==> config.mk <==
export PLATFORM = sky130hd
export DESIGN_NAME = alu_mul_seq
export DESIGN_NICKNAME = d
export VERILOG_FILES = /design/src/rtl/alu_mul_seq.sv
export SDC_FILE = /design/constraint.sdc
export NUM_CORES = 1
export LEC_CHECK = 0
export ABC_AREA = 1
export CAP_MARGIN = 20
export CORE_ASPECT_RATIO = 0.8
export CORE_UTILIZATION = 42
export DETAILED_ROUTE_END_ITERATION = 10
export GPL_TIMING_DRIVEN = 0
export SKIP_CTS_REPAIR_TIMING = 1
export SYNTH_ARGS = -nofsm -noshare
export SYNTH_HDL_FRONTEND = slang
export SYNTH_SLANG_ARGS = --single-unit
==> constraint.sdc <==
create_clock -name clk_i -period 2.5 [get_ports clk_i]
set_input_delay 0.375 -clock clk_i [delete_from_list [all_inputs] [get_ports clk_i]]
set_output_delay 0.375 -clock clk_i [all_outputs]
set_load 0.03 [all_outputs]
==> src/rtl/alu_mul_seq.sv <==
// Iterative shift-add multiplier for the ALU MUL operation; stalls the pipeline while busy.
// Build option: define MUL_EARLY_EXIT_EN to finish as soon as the remaining multiplier bits are zero.
module alu_mul_seq #(
    parameter int         DATA_W   = 32,
    parameter logic [3:0] MUL_CODE = 4'b1000
) (
    input  logic              clk_i,
    input  logic              rst_i,
    input  logic              start_i,
    input  logic [3:0]        ALUCtrl_i,
    input  logic [DATA_W-1:0] src1_i,
    input  logic [DATA_W-1:0] src2_i,
    input  logic              flush_i,
    output logic              ready_o,
    output logic              stall_o,
    output logic              done_o,
    output logic [DATA_W-1:0] result_o
);

    localparam int CNT_W = $clog2(DATA_W + 1);

    typedef enum logic [1:0] {
        IDLE = 2'd0,
        RUN  = 2'd1,
        DONE = 2'd2
    } state_t;

    state_t              state_q, state_d;
    logic [DATA_W-1:0]   mcand_q, mcand_d;
    logic [DATA_W-1:0]   mplier_q, mplier_d;
    logic [DATA_W-1:0]   acc_q, acc_d;
    logic [DATA_W-1:0]   result_q, result_d;
    logic [CNT_W-1:0]    count_q, count_d;
    logic                launch;
    logic                lastStep;

    assign launch = (state_q == IDLE) && start_i && (ALUCtrl_i == MUL_CODE) && !flush_i;

    always_comb begin
        state_d  = state_q;
        mcand_d  = mcand_q;
        mplier_d = mplier_q;
        acc_d    = acc_q;
        count_d  = count_q;
        result_d = result_q;
        lastStep = 1'b0;

        case (state_q)
            IDLE: begin
                if (launch) begin
                    mcand_d  = src1_i;
                    mplier_d = src2_i;
                    acc_d    = '0;
                    count_d  = CNT_W'(DATA_W);
                    state_d  = RUN;
                end
            end
            RUN: begin
                if (flush_i) begin
                    state_d = IDLE;
                end else begin
                    if (mplier_q[0]) begin
                        acc_d = acc_q + mcand_q;
                    end
                    mcand_d  = mcand_q << 1;
                    mplier_d = mplier_q >> 1;
                    count_d  = count_q - CNT_W'(1);
`ifdef MUL_EARLY_EXIT_EN
                    lastStep = (count_d == '0) || (mplier_d == '0);
`else
                    lastStep = (count_d == '0);
`endif
                    // Capture the final sum on the way into DONE so result_o is valid with done_o.
                    if (lastStep) begin
                        result_d = acc_d;
                        state_d  = DONE;
                    end
                end
            end
            DONE: begin
                state_d = IDLE;
            end
            default: begin
                state_d = IDLE;
            end
        endcase
    end

    always_ff @(posedge clk_i) begin
        if (rst_i) begin
            state_q  <= IDLE;
            mcand_q  <= '0;
            mplier_q <= '0;
            acc_q    <= '0;
            count_q  <= '0;
            result_q <= '0;
        end else begin
            state_q  <= state_d;
            mcand_q  <= mcand_d;
            mplier_q <= mplier_d;
            acc_q    <= acc_d;
            count_q  <= count_d;
            result_q <= result_d;
        end
    end

    // A flush releases the stall in the same cycle it aborts the run.
    assign stall_o  = launch || ((state_q == RUN) && !flush_i);
    assign ready_o  = (state_q == IDLE);
    assign done_o   = (state_q == DONE);
    assign result_o = result_q;

endmodule
## Word-level counts from Yosys, hierarchy flattened

Cells that the tools add are included.

| word-level totals | value |
|---|---|
| logic and storage cells | 44 |
| flip-flop bits (word level) | 136 |
| bits of input ports | 72 |

| operators by class | value |
|---|---|
| bitwise gates (word level) | 1 |
| equality and inequality tests | 6 |
| muxes and demuxes | 17 |
| reductions and logical operators | 12 |
| add/subtract/negate cells | 2 |

Operator list:

| operator | count |
|---|---|
| $mux 32 | 7 |
| $pmux 32 s2 | 3 |
| $add 32x32->32 | 1 |
| $mux 6 | 2 |
| $pmux 6 s2 | 1 |
| $logic_not 6->1 | 1 |
| $mux 2 | 3 |
| $reduce_and 3->1 | 2 |
| $sub 6x1->6 const B | 1 |
| $eq 4x4->1 const B | 1 |
| $logic_and 1x1->1 | 4 |
| $pmux 2 s2 | 1 |
| $ne 3x3->1 const B | 1 |
| $eq 2x1->1 const B | 1 |
| $eq 2x2->1 const B | 1 |
| $logic_not 2->1 | 1 |
| $ne 2x1->1 const B | 1 |
| $ne 2x2->1 const B | 1 |
| $reduce_and 2->1 | 1 |
| $reduce_bool 2->1 | 1 |
| $logic_not 1->1 | 1 |
| $logic_or 1x1->1 | 1 |
| $not 1->1 | 1 |

## Longest topological paths before layout

| logic depth | value |
|---|---|
| word-level depth | 6 |
| depth in mapped cells | 16 |
| gate-level depth less buffers | 16 |

## Worst setup path after synthesis

No wires, ideal clock.

| timing path | value |
|---|---|
| kind | flip-flop to flip-flop |
| from | register mcand_q[0] |
| to | register result_q[24], in the netlist result_o[24] |
| stages on the path, launching flop included | 17 |
| arrival time | 1818 ps |
| path buffers | 0 |
| period minus slack after synthesis | 1927 ps |
| data required time | 2391 ps |
| path slack | 573 ps |
| setup time | 109 ps |
| cells stage by stage | dfxtp_1 ha_1 fa_1 nand3_1 nand3_1 nand2_1 nand2_1 nand2_1 nand2_1 nand2_1 nand2_1 nand2_1 nand3_1 nand2_1 nand2_1 nand2_1 inv_1 |

| on the way | value |
|---|---|
| word-level cells in the longest chain between the ends | 2 |

Ends and longest elaborated chain:

| what | line | source |
|---|---|---|
| start, declared | 29 | `logic [DATA_W-1:0] mcand_q, mcand_d;` |
| start signal, assigned | 99 | `mcand_q <= mcand_d;` |
| $add 32x32->32 | 63 | `acc_d = acc_q + mcand_q;` |
| $mux 32 | 62 | `if (mplier_q[0]) begin` |
| end signal, assigned | 103 | `result_q <= result_d;` |
| end, declared | 32 | `logic [DATA_W-1:0] result_q, result_d;` |

No other way between the ends.
A chain may end at the register's enable or synchronous reset.

## Worst setup path after layout

| timing path | value |
|---|---|
| from | input ALUCtrl_i[1] |
| to | output stall_o |

| on the way | value |
|---|---|
| word-level cells in the longest chain between the ends | 4 |

Ends and longest elaborated chain:

| what | line | source |
|---|---|---|
| start, declared | 10 | `input logic [3:0] ALUCtrl_i,` |
| $eq 4x4->1 | 37 | `assign launch = (state_q == IDLE) && start_i && (ALUCtrl_i == MUL_CODE) && !flush_i;` |
| $logic_and 1x1->1 (2 in a row) | 37 |  |
| $logic_or 1x1->1 | 108 | `assign stall_o = launch \|\| ((state_q == RUN) && !flush_i);` |
| end, declared | 15 | `output logic stall_o,` |

No other way between the ends.

==> metrics.log <==
[metrics] Routed Antenna Nets: 0
[metrics] Critical Setup Path Class: in -> out
[metrics] antenna diode instance count: 0
[metrics] Critical Path Sink Type: output port
[metrics] Final Core Density: a little over half
[metrics] most frequent cells in the layout: nand2_1, inv_1, dfxtp_1, nand3_1, clkdlybuf4s50_1
[metrics] final setup violating endpoints: 0
[metrics] count of cell types in the netlist: 35
[metrics] final slew viol count: 0
[metrics] post-synthesis cell count: 1,308
[metrics] Total Negative Setup Slacks: 0 ns
[metrics] Max Cap Viol: 0
[metrics] Multi-input gate area: between 4000 and 5000 µm²
[metrics] synth warn: 0
[metrics] starting utilization of the core area: a little over two fifths
[metrics] Site Rows: 45
[metrics] mean area per synthesized cell: 6.32 µm²
[metrics] post-synthesis sequential area ratio: 32.9%
[metrics] register bit total from synthesis: 136
[metrics] Post-Route Hold Slack: 0.467 ns
[metrics] average routed wire per standard cell: 16.0 µm
[metrics] source-to-sink clock delay at the later pin of the worst-skew pair: 0.44 ns
[metrics] total global routing overflow: 0
[metrics] total design power: 5.19 mW
[metrics] relative slew slack: approximately two fifths
[metrics] critical path fanouts, max: 19
[metrics] Leakage Power: approximately 4.8 nW
[metrics] via count of the first global-routing pass: 7,891
[metrics] setup slack of the worst register-to-register path: 0.12 ns
[metrics] nets in the synthesized netlist: between 1,000 and 1,500
[metrics] number of fill cells in the layout: 1,948
[metrics] ports placed on the boundary: 107
[metrics] maximum buffer depth of the clock tree: 2
[metrics] Core Footprint: ~19,000 µm²
[metrics] number of cells on the worst reg-to-reg path: 14
[metrics] first-pass GRT wire length: 42.8 mm
[metrics] Reg area: 2720 µm²
[metrics] port buffer count: 106
[metrics] Tmin final: 2.39 ns
[metrics] ys flop type: dfxtp_1
[metrics] vias per cell: between 5 and 6
[metrics] via count: 8,721
[metrics] worst-case setup slack after placement: -0.517 ns
[metrics] Total Wirelength: 27.3 mm
[metrics] CP startpoint: ALUCtrl_i[1]
[metrics] area of the die: ~20,000 µm²
[metrics] pin count of the biggest net entering global routing: 17
[metrics] CTS buffer count: 17
[metrics] commonest non-fill, non-tap cell in the layout: nand2_1
[metrics] estimated wirelength of the detail-placed design: 21.2 mm
[metrics] final hold violations: 0
[metrics] first-pass detailed-route iteration total: 5
[metrics] Die Height: 127 µm
[metrics] clock sinks: 136
[metrics] capture point of the critical path: stall_o
[metrics] FF-to-FF Start: mcand_q[0]$_SDFFE_PP0P_
[metrics] Layout area overhead: 24.7%
[metrics] fmax: 0.419 GHz
[metrics] number of antenna violations at the first check in global routing: 0
[metrics] Final WS setup: 0.114 ns
[metrics] final layout net count: 1,542
[metrics] cell at the root of the clock tree: clkbuf_16
[metrics] proportion of layout cells with a drive suffix above 1: 6.98%
[metrics] proportion of synthesized flip-flops having asynchronous set or reset: 0%
[metrics] first-iteration detailed-routing DRC count: between 600 and 700
[metrics] global placer's final weighted congestion: 0.930
[metrics] Critical Path AT: approximately 2 ns
[metrics] final cycle utilization of the critical path: around 95%
[metrics] CTS tree: done
[metrics] Post-synth EDFFs: 0
[metrics] VDD IR-drop max: 0.000372 V
[metrics] kind of launch point of the worst setup path: input port
[metrics] Worst Skew: 0.00979 ns
[metrics] htree depth: 4
[metrics] die span in x: 159 µm
[metrics] CTS clk-pin slew, worst paths: 0.07 ns
[metrics] Remaining DRCs: 0
[metrics] overall routing resource usage: 27.3%
[metrics] path type of the worst min-delay path: reg -> reg
[metrics] measured slew at the worst slew-check pin: 0.906 ns
[metrics] R2R Path End: result_o[28]$_SDFFE_PP0P_
[metrics] status: finished clean
[metrics] required time at the endpoint of the critical path: 2.12 ns
[metrics] area of the mapped netlist: around 8300 µm²
[metrics] Power per Cell Area: 504 nW/µm²
-- per-layer routing --
metal / global-route usage [%] / up-vias / part of all wire [%]
met5: 0 / - / 0
met4: 5.54 / 0 / 0.81
met3: 6.30 / 20 / 6.3
met2: 40.7 / 232 / 41
met1: 39.9 / 3993 / 52
li1: - / 4476 / -
-- critical path, cell delays in order --
cell	delay, ns
clkdlybuf4s50_1	0.40
nor2_1	0.10
nand3b_1	0.12
nor4_4	0.35
nor2_2	0.09
inv_2	0.28
clkbuf_2	0.27
-- sequential cells by signal (all words and copies together) (netlist names) --
name and flops:
result_o 32, count_q 6, mcand_q 32, state_q 2, mplier_q 32, acc_q 32
-- worst min path at each step --
| stage | from | to | slack [ns] | cells past startpoint |
|---|---|---|---|---|
| after detailed placement | mplier_q[31]$_SDFFE_PP0P_ | mplier_q[31]$_SDFFE_PP0P_ | 0.46 | 2 |
| after global routing | mplier_q[31]$_SDFFE_PP0P_ | mplier_q[31]$_SDFFE_PP0P_ | 0.49 | 2 |
| after floorplan | mplier_q[31]$_SDFFE_PP0P_ | mplier_q[31]$_SDFFE_PP0P_ | 0.44 | 2 |
| final | mplier_q[31]$_SDFFE_PP0P_ | mplier_q[31]$_SDFFE_PP0P_ | 0.47 | 2 |
| after global placement | mplier_q[31]$_SDFFE_PP0P_ | mplier_q[31]$_SDFFE_PP0P_ | 0.46 | 2 |
| after CTS | mplier_q[31]$_SDFFE_PP0P_ | mplier_q[31]$_SDFFE_PP0P_ | 0.47 | 2 |
-- Yosys cell counts, types with 13 or more instances --
master | instances | share of area (%)
clkbuf_1 | 39 | 1.8
a21oi_1 | 61 | 3.7
nand2_1 | 427 | 19
xnor2_1 | 13 | 1.4
nand3_1 | 123 | 7.5
dfxtp_1 | 136 | 33
or2_2 | 21 | 1.6
a31oi_1 | 69 | 5.2
nor2_1 | 80 | 3.6
inv_1 | 151 | 6.9
o21ai_1 | 13 | 0.79
o21ai_0 | 74 | 4.5
buf_2 | 19 | 1.2
ha_1 | 33 | 5.0
-- kinds of logic (layout without fill, tap and decap cells) --
group,Yosys count,count (layout),share of synthesized area [%]
adders and majority gates,34,34,5.24
AOI/OAI and AO/OA,230,230,15.4
xor gates and xnor gates,18,18,1.91
and+or+nand+nor,668,668,33.9
buffers and inverters,222,362,10.6
DFF,136,136,32.9
-- per-stage QoR --
step | std cells | area, µm²
2_1_floorplan | 1308 | 8260
3_3_place_gp | 1672 | 9650
3_5_place_dp | 1672 | 9650
4_1_cts | 1703 | 10300
5_1_grt | 1706 | 10300
6_report | 1706 | 10300
-- where the power goes --
part | total, mW | switching, mW | internal, mW
Clock | 2.69 | 1.10 | 1.59
Sequential | 2.20 | 0.0163 | 2.19
Combinational | 0.297 | 0.146 | 0.152
Total | 5.19 | 1.26 | 3.93
-- cell type report --
type | count | area share (%)
flip-flops and latches | 136 | 26.4
inverters | 157 | 5.74
multi-input cells | 950 | 45.5
clock buffers | 17 | 4.13
well taps | 258 | 3.13
plain buffers | 64 | 2.77
repair buffers | 110 | 10.5
clock inverters | 14 | 1.81
Note: power is estimated with default switching activity, not from simulation.
